### config.mk
export PLATFORM = sky130hd
export DESIGN_NAME = if_id_buf
export DESIGN_NICKNAME = d
export VERILOG_FILES = /design/src/rtl/if_id_buf_pkg.sv /design/src/rtl/if_id_buf.sv
export SDC_FILE = /design/constraint.sdc
export NUM_CORES = 1
export LEC_CHECK = 0
export ABC_CLOCK_PERIOD_IN_PS = 22200
export CELL_PAD_IN_SITES_DETAIL_PLACEMENT = 0
export CELL_PAD_IN_SITES_GLOBAL_PLACEMENT = 1
export CORE_MARGIN = 2
export CORE_UTILIZATION = 46
export CTS_CLUSTER_SIZE = 16
export DETAILED_ROUTE_END_ITERATION = 12
export GPL_ROUTABILITY_DRIVEN = 1
export PLACE_DENSITY = 0.9
export SLEW_MARGIN = 10
export SYNTH_ARGS = -nofsm -noshare
export SYNTH_HDL_FRONTEND = slang
export SYNTH_SLANG_ARGS = --single-unit
export TNS_END_PERCENT = 50
### constraint.sdc
create_clock -name clk -period 22.2 [get_ports clk]
set_input_delay 3.33 -clock clk [delete_from_list [all_inputs] [get_ports clk]]
set_output_delay 3.33 -clock clk [all_outputs]
set_load 0.01 [all_outputs]
### src/rtl/if_id_buf_pkg.sv
// rtl/if_id_buf_pkg.sv - shared CPU constants and the fetch/decode entry type
package if_id_buf_pkg;

  localparam logic [31:0] RESET_PC_DEFAULT = 32'h00003000;
  localparam logic [31:0] NOP_INSTR        = 32'h00000000;

  typedef struct packed {
    logic [31:0] pc;
    logic [31:0] pc4;
    logic [31:0] instr;
  } entry_t;

endpackage

### src/rtl/if_id_buf.sv
// rtl/if_id_buf.sv - 2-entry in-order fetch/decode buffer with flush and stall
module if_id_buf
  import if_id_buf_pkg::*;
#(
  parameter logic [31:0] RESET_PC = RESET_PC_DEFAULT
) (
  input  logic        clk,
  input  logic        rst,
  input  logic [31:0] PCF,
  input  logic [31:0] PCPlus4F,
  input  logic [31:0] InstrF,
  input  logic        ValidF,
  output logic        ReadyF,
  input  logic        StallD,
  input  logic        FlushD,
  output logic [31:0] InstrD,
  output logic [31:0] PCD,
  output logic [31:0] PCPlus4D,
  output logic        ValidD,
  output logic [1:0]  CountD
);

  entry_t      mem [2];
  logic        wr_ptr;
  logic        rd_ptr;
  logic [1:0]  count;
  logic [31:0] hold_pc;
  logic [31:0] hold_pc4;
  logic        accept;
  logic        consume;
  entry_t      head;

  assign head    = mem[rd_ptr];
  assign CountD  = count;
  assign ValidD  = (count != 2'd0);
  assign ReadyF  = (count < 2'd2);
  assign accept  = ValidF & ReadyF & ~FlushD;
  assign consume = ValidD & ~StallD & ~FlushD;

  // With the buffer empty, the PC outputs show the last head that decode saw.
  assign InstrD   = ValidD ? head.instr : NOP_INSTR;
  assign PCD      = ValidD ? head.pc    : hold_pc;
  assign PCPlus4D = ValidD ? head.pc4   : hold_pc4;

  always_ff @(posedge clk or posedge rst) begin
    if (rst) begin
      for (int i = 0; i < 2; i++) begin
        mem[i] <= '0;
      end
      wr_ptr   <= 1'b0;
      rd_ptr   <= 1'b0;
      count    <= 2'd0;
      hold_pc  <= RESET_PC;
      hold_pc4 <= RESET_PC + 32'd4;
    end else begin
      if (ValidD) begin
        hold_pc  <= head.pc;
        hold_pc4 <= head.pc4;
      end
      if (FlushD) begin
        wr_ptr <= 1'b0;
        rd_ptr <= 1'b0;
        count  <= 2'd0;
      end else begin
        if (accept) begin
          mem[wr_ptr] <= '{pc: PCF, pc4: PCPlus4F, instr: InstrF};
          wr_ptr      <= ~wr_ptr;
        end
        if (consume) begin
          rd_ptr <= ~rd_ptr;
        end
        case ({accept, consume})
          2'b10:   count <= count + 2'd1;
          2'b01:   count <= count - 2'd1;
          default: count <= count;
        endcase
      end
    end
  end

endmodule

==> flow_metrics.env, run 1 <==
export IMPL_combPwrFrac_pct=22.7
export IMPL_core_area_sq_mm=0.0228
export IMPL_cap_violations=0
export IMPL_synth_top_family_by_area="multiplexers"
export IMPL_drc_errors=0
export IMPL_first_iter_violations=244
export IMPL_p_leak_uw=0.00569
export IMPL_grt_pass1_vias=6974
export IMPL_setup_tns_final_ps=0
export IMPL_dieWidth_um=157
export IMPL_maxSlewViolCount=0
export IMPL_reg2reg_depth=3
export IMPL_yosys_cell_types_count=22
export IMPL_setup_slack_ps=15160
export IMPL_cts_sinks=260
export IMPL_arrival_ps=3710
export IMPL_layout_drive_gt1_share_pct=21.7
export IMPL_postPlaceCellArea_sq_mm=0.0129
export IMPL_p_seq_share_pct=46.3
export IMPL_async_flop_share_pct=100
export IMPL_synth_seq_cells=260
export IMPL_wirelength_um=22100
export IMPL_intPower_uw=1070
export IMPL_gr_usage_all_layers_pct=18.4
export IMPL_yosys_area_share_adder_pct=0
export IMPL_holdBufCountCts=0
export IMPL_pre_cts_ws_ps=15640
export IMPL_synthToLayoutAreaGrowth_pct=29.3
export IMPL_post_cts_buffers=0
export IMPL_post_route_period_util_pct=31.7
export IMPL_slowest_stage="buf_4"
export IMPL_worstPathMaxFanout=115
export IMPL_outcome="finished, final reports clean"
export IMPL_whs_endpoint="mem[29]"
export IMPL_place_congestion=0.692
export IMPL_yosys_warnings=0
export IMPL_hold_class="flop to flop"
export IMPL_synthMuxAreaShare_pct=29.3
export IMPL_grt_ovfl_total=0
export IMPL_via_per_inst=5.06
export IMPL_ys_top_cells_by_area="dfrtp_1 (60%), mux2_2 (16%), mux2i_1 (9.0%)"
export IMPL_design_area_sq_mm=0.0138
export IMPL_ys_top_cells_by_count="dfrtp_1 (255), mux2_2 (153), mux2i_1 (96)"
export IMPL_synth_fp_nets=878
export IMPL_antenna_found_initial=2
export IMPL_slowest_delay_ps=970
export IMPL_synth_most_common_cell="dfrtp_1"
export IMPL_r2r_start="CountD[1]"
export IMPL_synthSimpleGateAreaFrac_pct=3.95
export IMPL_r2r_end="hold_pc[0]"
export IMPL_period_minus_slack_ps=7040
export IMPL_end_kind="output pin"
export IMPL_cp_cell_sequence="nor2_4 > buf_4 > nand2_1 > o21ai_0 > clkdlybuf4s50_1"
export IMPL_clk_path_buf_depth=3
export IMPL_p_sw_uw=376
export IMPL_rsz0062_at_grt="false"
export IMPL_syn_area_sq_mm=0.0107
export IMPL_yosys_area_top_type="dfrtp_1"
export IMPL_ir_drop_uv=73.1
export IMPL_placementRows=55
export IMPL_clock_root_buffer="clkbuf_16"
export IMPL_min_delay_start="mem[29]"
export IMPL_criticalPathCategory="flop to output pin"
export IMPL_max_freq_mhz=142
export IMPL_p_per_area_mw_per_mm2=104
export IMPL_first_pass_iters=4
export IMPL_synth_flop_cell="dfrtp_1"
export IMPL_nets=1068
export IMPL_clkTransAtPathRegs_ps=60
export IMPL_synth_top_cell_area_share_pct=59.6
export IMPL_cts_tree="done"
export IMPL_switching_share_pct=26.0
export IMPL_insertion_delay_ps=540
export IMPL_synth_edf_count=0
export IMPL_finalSetupViolCount=0
export IMPL_ctsHtreeMaxLevel=1
export IMPL_synth_compound_area_share_pct=3.22
export IMPL_slew_headroom_pct=27.2
export IMPL_skew_ps=21.0
export IMPL_dieArea_sq_mm=0.0245
export IMPL_numPortBuffers=200
export IMPL_postSynthCellCount=777
export IMPL_routed_via_count=6590
export IMPL_min_path_cells=1
export IMPL_ys_seq_area_share_pct=60.8
export IMPL_place_hpwl_um=13900
export IMPL_tightest_slew_ps=1090
export IMPL_die_h_um=157
export IMPL_avgSynthCellArea_sq_um=13.8
export IMPL_synthXorXnorAreaFrac_pct=0.164
export IMPL_postRouteAntennaNets=0
export IMPL_wl_per_cell_um=17.0
export IMPL_cts_made_buffers=28
export IMPL_start_util_pct=47.0
export IMPL_reg2reg_slack_ps=19410
export IMPL_grt_pass1_wl_um=36000
export IMPL_startpoint_type="flop"
export IMPL_power_frac_clock_pct=31.0
export IMPL_critPathRequiredTime_ps=18870
export IMPL_cts_resized=0
export IMPL_grt_max_degree=116
export IMPL_io_pins=201
export IMPL_hold_viol=0
==> layout make-up <==
class | count | area (sq um)
clock buffers | 45 | 835
fillers | 1825 | 8930
repair buffers | 209 | 2070
clock inverters | 6 | 70.1
multi-input cells | 465 | 3940
well taps | 313 | 392
diodes | 1 | 2.50
inverters | 3 | 18.8
flip-flops and latches | 260 | 6520
==> metrics by stage <==
stage | utilization [%] | std cells | hold slack (ps) | power (uW)
6_report | 60.8 | 1302 | 482 | 1440
5_1_grt | 60.8 | 1301 | 497 | 1530
3_3_place_gp | 56.8 | 1250 | 466 | 995
2_1_floorplan | - | 777 | 458 | 857
3_5_place_dp | 56.8 | 1250 | 475 | 1010
4_1_cts | 60.8 | 1301 | 488 | 1470
==> worst max-delay path: cells and delay by family (launching register included) <==
kind / cells / cell delay, ps
buffers and inverters: 2 / 1580
and+or+nand+nor: 2 / 930
DFF: 1 / 450
AOI/OAI and AO/OA: 1 / 170
==> layer usage <==
layer  GRT usage (%)  vias to the layer above  share of wire [%]
li1                -                     3092                  -
met1            23.2                     3282                 43
met2            31.3                      173                 47
met3            5.59                       39                7.4
met4            4.19                        4                1.9
met5               0                        -               0.12
==> flip-flops by register name (all words and copies together) (netlist names) <==
name	flops
CountD	2
wr_ptr	1
mem	192
hold_pc4	32
rd_ptr	1
hold_pc	32
==> cell usage in the layout, fill, tap and decap left out, drive strengths merged <==
master and n:
bufinv 1, clkinv 4, clkbuf 45, diode 1
dfrtp 255, nand2 66, inv 4, mux2 193
nor2 34, nor3 1, a21oi 3, nand3 1
dfstp 5, clkdlybuf4s50 200, mux2i 96, buf 9
nand2b 1, xor2 1, o21ai 66, xnor2 1
or3 1, nor3b 1
==> how the worst max path moves through the flow <==
stage / from / to / cells after the start
6_report: CountD[1] / PCPlus4D[1] / 5
5_1_grt: CountD[1] / PCD[0] / 5
4_1_cts: CountD[1] / PCD[0] / 4
3_5_place_dp: CountD[1] / PCPlus4D[1] / 5
3_3_place_gp: CountD[1] / PCD[11] / 4
2_1_floorplan: rst / CountD[0] / 1
==> logic make-up after synthesis <==
family,count (synthesis)
muxes,289
DFF,260
and+or+nand+nor,105
AOI/OAI and AO/OA,69
buffers and inverters,52
xor gates and xnor gates,2
==> power by group through the flow <==
stage	Combinational, uW	Clock, uW	Sequential (uW)
after detailed placement	332	0	677
after global routing	361	481	686
after CTS	335	462	670
after floorplan	198	0	659
after global placement	325	0	670
final	328	448	668
Power figures use the tool's default switching activity.
==> run 2, diff against run 1 <==
--- a/config.mk
+++ b/config.mk
@@ -5,15 +5,15 @@
 export SDC_FILE = /design/constraint.sdc
 export NUM_CORES = 1
 export LEC_CHECK = 0
-export ABC_CLOCK_PERIOD_IN_PS = 22200
+export ABC_CLOCK_PERIOD_IN_PS = 6400
 export CELL_PAD_IN_SITES_DETAIL_PLACEMENT = 0
 export CELL_PAD_IN_SITES_GLOBAL_PLACEMENT = 1
 export CORE_MARGIN = 2
-export CORE_UTILIZATION = 46
+export CORE_UTILIZATION = 38
 export CTS_CLUSTER_SIZE = 16
 export DETAILED_ROUTE_END_ITERATION = 12
 export GPL_ROUTABILITY_DRIVEN = 1
-export PLACE_DENSITY = 0.9
+export PLACE_DENSITY = 0.8
 export SLEW_MARGIN = 10
 export SYNTH_ARGS = -nofsm -noshare
 export SYNTH_HDL_FRONTEND = slang
==> constraint.sdc (replaced) <==
create_clock -name clk -period 6.4 [get_ports clk]
set_input_delay 0.96 -clock clk [delete_from_list [all_inputs] [get_ports clk]]
set_output_delay 0.96 -clock clk [all_outputs]
set_load 0.01 [all_outputs]
==> flow_metrics.env, run 2 (synthesized netlist as in run 1, its figures left out) <==
export IMPL_power_frac_clock_pct=32.1
export IMPL_layout_drive_gt1_share_pct=21.2
export IMPL_cts_sinks=260
export IMPL_hold_class="flop to flop"
export IMPL_holdBufCountCts=0
export IMPL_slowest_stage="dfrtp_4"
export IMPL_ir_drop_uv=272
export IMPL_numPortBuffers=200
export IMPL_total_power_uw=5080
export IMPL_critPathRequiredTime_ps=5440
export IMPL_cts_tree="done"
export IMPL_p_per_area_mw_per_mm2=363
export IMPL_final_cell_mix="dfrtp_1 (254), clkdlybuf4s50_1 (200), mux2_2 (153), mux2i_1 (96)"
export IMPL_slowest_delay_ps=1020
export IMPL_post_route_period_util_pct=62.2
export IMPL_nets=1067
export IMPL_grtUsageMet1_pct=20.3
export IMPL_finalSetupViolCount=0
export IMPL_wl_per_cell_um=16.6
export IMPL_final_common_cell="dfrtp_1"
export IMPL_dieArea_sq_mm=0.0295
export IMPL_core_area_sq_mm=0.0278
export IMPL_post_cts_buffers=0
export IMPL_final_util_pct=50.3
export IMPL_top_regs="mem: 192 flops, hold_pc4: 32 flops, hold_pc: 32 flops"
export IMPL_tightest_slew_ps=962
export IMPL_criticalPathCategory="flop to output pin"
export IMPL_skew_ps=8.23
export IMPL_arrival_ps=3020
export IMPL_clk_path_buf_depth=3
export IMPL_gr_usage_all_layers_pct=15.4
export IMPL_synthToLayoutAreaGrowth_pct=30.6
export IMPL_insertion_delay_ps=530
export IMPL_rsz0062_at_grt="false"
export IMPL_place_hpwl_um=13900
export IMPL_p_sw_uw=1290
export IMPL_outcome="finished, final reports clean"
export IMPL_end_kind="output pin"
export IMPL_cts_resized=0
export IMPL_grt_pass1_wl_um=36300
export IMPL_grt_max_degree=149
export IMPL_drc_errors=0
export IMPL_routed_via_count=6522
export IMPL_via_per_inst=4.77
export IMPL_place_congestion=0.696
export IMPL_design_area_sq_mm=0.0140
export IMPL_setup_tns_final_ps=0
export IMPL_io_pins=201
export IMPL_cap_violations=0
export IMPL_crit_buf_inv=2
export IMPL_first_iter_violations=318
export IMPL_slew_headroom_pct=35.9
export IMPL_p_leak_uw=0.00569
export IMPL_worstPathMaxFanout=52
export IMPL_antenna_found_initial=2
export IMPL_period_minus_slack_ps=3980
export IMPL_critPathTopFamily="flip-flops"
export IMPL_cp_cell_sequence="buf_12 > mux2i_1 > o21ai_0 > clkdlybuf4s50_1"
export IMPL_intPower_uw=3780
export IMPL_clkTransAtPathRegs_ps=60
export IMPL_first_pass_iters=4
export IMPL_regMostFlops="mem"
export IMPL_combPwrFrac_pct=22.3
export IMPL_wirelength_um=22700
export IMPL_largest_reg_flops=192
export IMPL_grt_busiest_layer="met2"
export IMPL_clock_root_buffer="clkbuf_16"
export IMPL_grt_met3_usage_pct=5.08
export IMPL_placementRows=61
export IMPL_max_freq_mhz=251
export IMPL_postPlaceCellArea_sq_mm=0.0130
export IMPL_grt_pass1_vias=6874
export IMPL_p_seq_share_pct=45.7
export IMPL_maxSlewViolCount=0
export IMPL_postRouteAntennaNets=0
export IMPL_die_h_um=172
export IMPL_dieWidth_um=172
export IMPL_start_util_pct=38.5
export IMPL_hold_viol=0
export IMPL_use_met2_pct=24.8
export IMPL_startpoint_type="flop"
export IMPL_cts_made_buffers=28
export IMPL_switching_share_pct=25.5
export IMPL_ctsHtreeMaxLevel=1
export IMPL_grt_ovfl_total=0
==> run 2: changes by cell type in the layout (fill, tap and decap cells not counted), sizes merged <==
cell | previous run | this run
clkinvlp | 0 | 2
buf | 9 | 8
clkbuf | 45 | 48
clkinv | 4 | 0
bufinv | 1 | 3
inv | 4 | 2
==> run 2: cell type report <==
class	count	area, sq um
Antenna cell	1	2.50
Clock buffer	48	837
Clock inverter	4	97.6
Fill cell	2488	13800
Inverter	3	15.0
Multi-Input combinational cell	465	3940
Sequential cell	260	6520
Tap cell	378	473
Timing Repair Buffer	208	2100
==> run 2: metal layers <==
metal  share of wire [%]  vias up
met1                  46     3226
met5               0.057        -
met2                  44      175
met3                 8.6       33
met4                 1.9        2
li1                    -     3086
==> run 2: stage by stage <==
stage / hold slack (ps) / instances / worst slack, ps
after global routing: 497 / 1366 / 2230
final: 482 / 1367 / 2420
after global placement: 466 / 1314 / 2970
after floorplan: 458 / 777 / 2020
after CTS: 489 / 1366 / 2340
after detailed placement: 476 / 1314 / 2950
==> run 2: path summary, 6_finish.rpt <==
| check | startpoint | slack, ps | endpoint | depth (start not counted) |
|---|---|---|---|---|
| setup / recovery | rd_ptr | 2420 | PCPlus4D[31] | 4 |
| hold / removal | mem[13] | 480 | mem[13] | 1 |
| setup reg to reg | CountD[1] | 4290 | mem[89] | 4 |
| hold reg to reg | mem[13] | 480 | mem[13] | 1 |
| max in group asynchronous | rst | 3930 | rd_ptr | 3 |
| min in group asynchronous | rst | 940 | mem[133] | 2 |
==> run 2: power groups by stage <==
stage               clock network (uW)  registers [uW]  logic (uW)
floorplan                            0            2290         686
global placement                     0            2340        1120
detailed placement                   0            2350        1150
CTS                               1680            2320        1150
global route                      1740            2380        1250
finish                            1630            2320        1130
==> run 3, diff against run 2 <==
--- a/config.mk
+++ b/config.mk
@@ -5,15 +5,15 @@
 export SDC_FILE = /design/constraint.sdc
 export NUM_CORES = 1
 export LEC_CHECK = 0
-export ABC_CLOCK_PERIOD_IN_PS = 6400
+export ABC_CLOCK_PERIOD_IN_PS = 3900
 export CELL_PAD_IN_SITES_DETAIL_PLACEMENT = 0
 export CELL_PAD_IN_SITES_GLOBAL_PLACEMENT = 1
 export CORE_MARGIN = 2
-export CORE_UTILIZATION = 38
+export CORE_UTILIZATION = 42
 export CTS_CLUSTER_SIZE = 16
 export DETAILED_ROUTE_END_ITERATION = 12
 export GPL_ROUTABILITY_DRIVEN = 1
-export PLACE_DENSITY = 0.8
+export PLACE_DENSITY = 0.83
 export SLEW_MARGIN = 10
 export SYNTH_ARGS = -nofsm -noshare
 export SYNTH_HDL_FRONTEND = slang
==> constraint.sdc (replaced) <==
create_clock -name clk -period 3.9 [get_ports clk]
set_input_delay 0.585 -clock clk [delete_from_list [all_inputs] [get_ports clk]]
set_output_delay 0.585 -clock clk [all_outputs]
set_load 0.01 [all_outputs]
==> flow_metrics.env, run 3 (synthesized netlist as in run 1, its figures left out) <==
export IMPL_final_cell_mix="dfrtp_1 (254), clkdlybuf4s50_1 (200), mux2_2 (153), mux2i_1 (96)"
export IMPL_setup_slack_ps=534
export IMPL_switching_share_pct=26.2
export IMPL_clkTransAtPathRegs_ps=60
export IMPL_postRouteAntennaNets=0
export IMPL_cp_cell_sequence="buf_12 > mux2i_1 > o21ai_0 > clkdlybuf4s50_1"
export IMPL_dieWidth_um=164
export IMPL_wirelength_um=22300
export IMPL_first_iter_violations=371
export IMPL_setup_tns_final_ps=0
export IMPL_post_route_period_util_pct=86.3
export IMPL_skew_ps=12.4
export IMPL_largest_reg_flops=192
export IMPL_combPwrFrac_pct=22.8
export IMPL_cap_violations=0
export IMPL_crit_buf_inv=2
export IMPL_p_per_area_mw_per_mm2=590
export IMPL_critPathTopFamily="buffers and inverters"
export IMPL_reg2reg_slack_ps=1780
export IMPL_rsz0062_at_grt="false"
export IMPL_grt_max_degree=111
export IMPL_max_freq_mhz=297
export IMPL_core_area_sq_mm=0.0251
export IMPL_clk_path_buf_depth=3
export IMPL_final_common_cell="dfrtp_1"
export IMPL_post_cts_buffers=0
export IMPL_tightest_slew_ps=790
export IMPL_arrival_ps=2780
export IMPL_nets=1077
export IMPL_period_minus_slack_ps=3370
export IMPL_antenna_found_initial=0
export IMPL_holdBufCountCts=0
export IMPL_min_delay_start="mem[28]"
export IMPL_p_sw_uw=2170
export IMPL_total_power_uw=8280
export IMPL_cts_resized=0
export IMPL_finalSetupViolCount=0
export IMPL_whs_endpoint="mem[28]"
export IMPL_p_seq_share_pct=45.9
export IMPL_p_leak_uw=0.00577
export IMPL_dieArea_sq_mm=0.0268
export IMPL_drc_errors=0
export IMPL_place_hpwl_um=14100
export IMPL_clock_root_buffer="clkbuf_16"
export IMPL_gr_usage_all_layers_pct=16.8
export IMPL_outcome="finished, final reports clean"
export IMPL_io_pins=201
export IMPL_hold_viol=0
export IMPL_wl_per_cell_um=16.8
export IMPL_intPower_uw=6120
export IMPL_worstPathMaxFanout=36
export IMPL_critPathRequiredTime_ps=3310
export IMPL_n_antenna_cell=0
export IMPL_ctsHtreeMaxLevel=1
export IMPL_regMostFlops="mem"
export IMPL_fillers=2169
export IMPL_ir_drop_uv=417
export IMPL_cts_made_buffers=29
export IMPL_cts_tree="done"
export IMPL_grt_pass1_vias=6879
export IMPL_first_pass_iters=4
export IMPL_end_kind="output pin"
export IMPL_reg2reg_depth=4
export IMPL_min_path_cells=1
export IMPL_criticalPathCategory="flop to output pin"
export IMPL_startpoint_type="flop"
export IMPL_pre_cts_ws_ps=1080
export IMPL_place_congestion=0.724
export IMPL_power_frac_clock_pct=31.3
export IMPL_top_regs="mem: 192 flops, hold_pc4: 32 flops, hold_pc: 32 flops"
export IMPL_slowest_stage="dfrtp_4"
export IMPL_grt_pass1_wl_um=36100
export IMPL_r2r_end="mem[178]"
export IMPL_die_h_um=164
export IMPL_slew_headroom_pct=47.2
export IMPL_cts_sinks=260
export IMPL_whs_ps=481
export IMPL_placementRows=58
export IMPL_maxSlewViolCount=0
export IMPL_r2r_start="CountD[1]"
export IMPL_routed_via_count=6607
export IMPL_insertion_delay_ps=540
export IMPL_layout_drive_gt1_share_pct=22.6
export IMPL_numPortBuffers=200
export IMPL_grt_ovfl_total=0
export IMPL_synthToLayoutAreaGrowth_pct=31.1
export IMPL_start_util_pct=42.6
export IMPL_slowest_delay_ps=870
export IMPL_hold_class="flop to flop"
export IMPL_via_per_inst=4.97
## run 3: changes by cell type in the layout (fill, tap and decap cells not counted), moves of 2 or more
cell       delta
clkinv_2      +7
buf_12        +6
buf_4         +3
bufinv_16     -2
clkbuf_1      -6
## run 3: worst max path at each step
stage / from / endpoint / slack, ps / cells past startpoint
global route: CountD[1] / PCD[3] / 370 / 5
global placement: rd_ptr / PCD[19] / 1130 / 4
detailed placement: rd_ptr / PCD[2] / 1080 / 4
CTS: rd_ptr / PCD[2] / 480 / 4
floorplan: rst / CountD[0] / -110 / 1
finish: rd_ptr / PCD[6] / 530 / 4
## run 3: layout make-up
type / count / area (sq um) / area share [%]
Clock buffer: 43 / 828 / 5.90
Clock inverter: 11 / 90.1 / 0.641
Tap cell: 330 / 413 / 2.94
Sequential cell: 260 / 6520 / 46.4
Multi-Input combinational cell: 465 / 3940 / 28.1
Timing Repair Buffer: 217 / 2240 / 16.0
Inverter: 3 / 15.0 / 0.107
## run 3: power groups by stage
stage          clock network, uW  registers, uW  logic [uW]
6_report                    2590           3800        1890
5_1_grt                     2780           3900        2080
4_1_cts                     2670           3810        1930
3_5_place_dp                   0           3850        1910
3_3_place_gp                   0           3820        1880
2_1_floorplan                  0           3750        1130
## run 3: per-layer routing
layer  routed length [um]  track usage, %
met3                 1600            4.85
met4                  468            3.95
met1                10500            23.3
met5                    0               0
met2                 9790            26.2
## run 3: per-stage QoR
step | cells | utilization [%] | area [sq um]
6_report | 1329 | 55.9 | 14000
5_1_grt | 1329 | 55.9 | 14000
4_1_cts | 1329 | 55.9 | 14000
3_5_place_dp | 1275 | 52.3 | 13100
3_3_place_gp | 1275 | 52.3 | 13100
2_1_floorplan | 777 | - | 10700
## run 3: worst register-to-register path: stages (launching register included)
cell and delay [ps]:
dfrtp_1 450, nand2b_4 210, nor3_4 620, buf_12 320
mux2_2 400
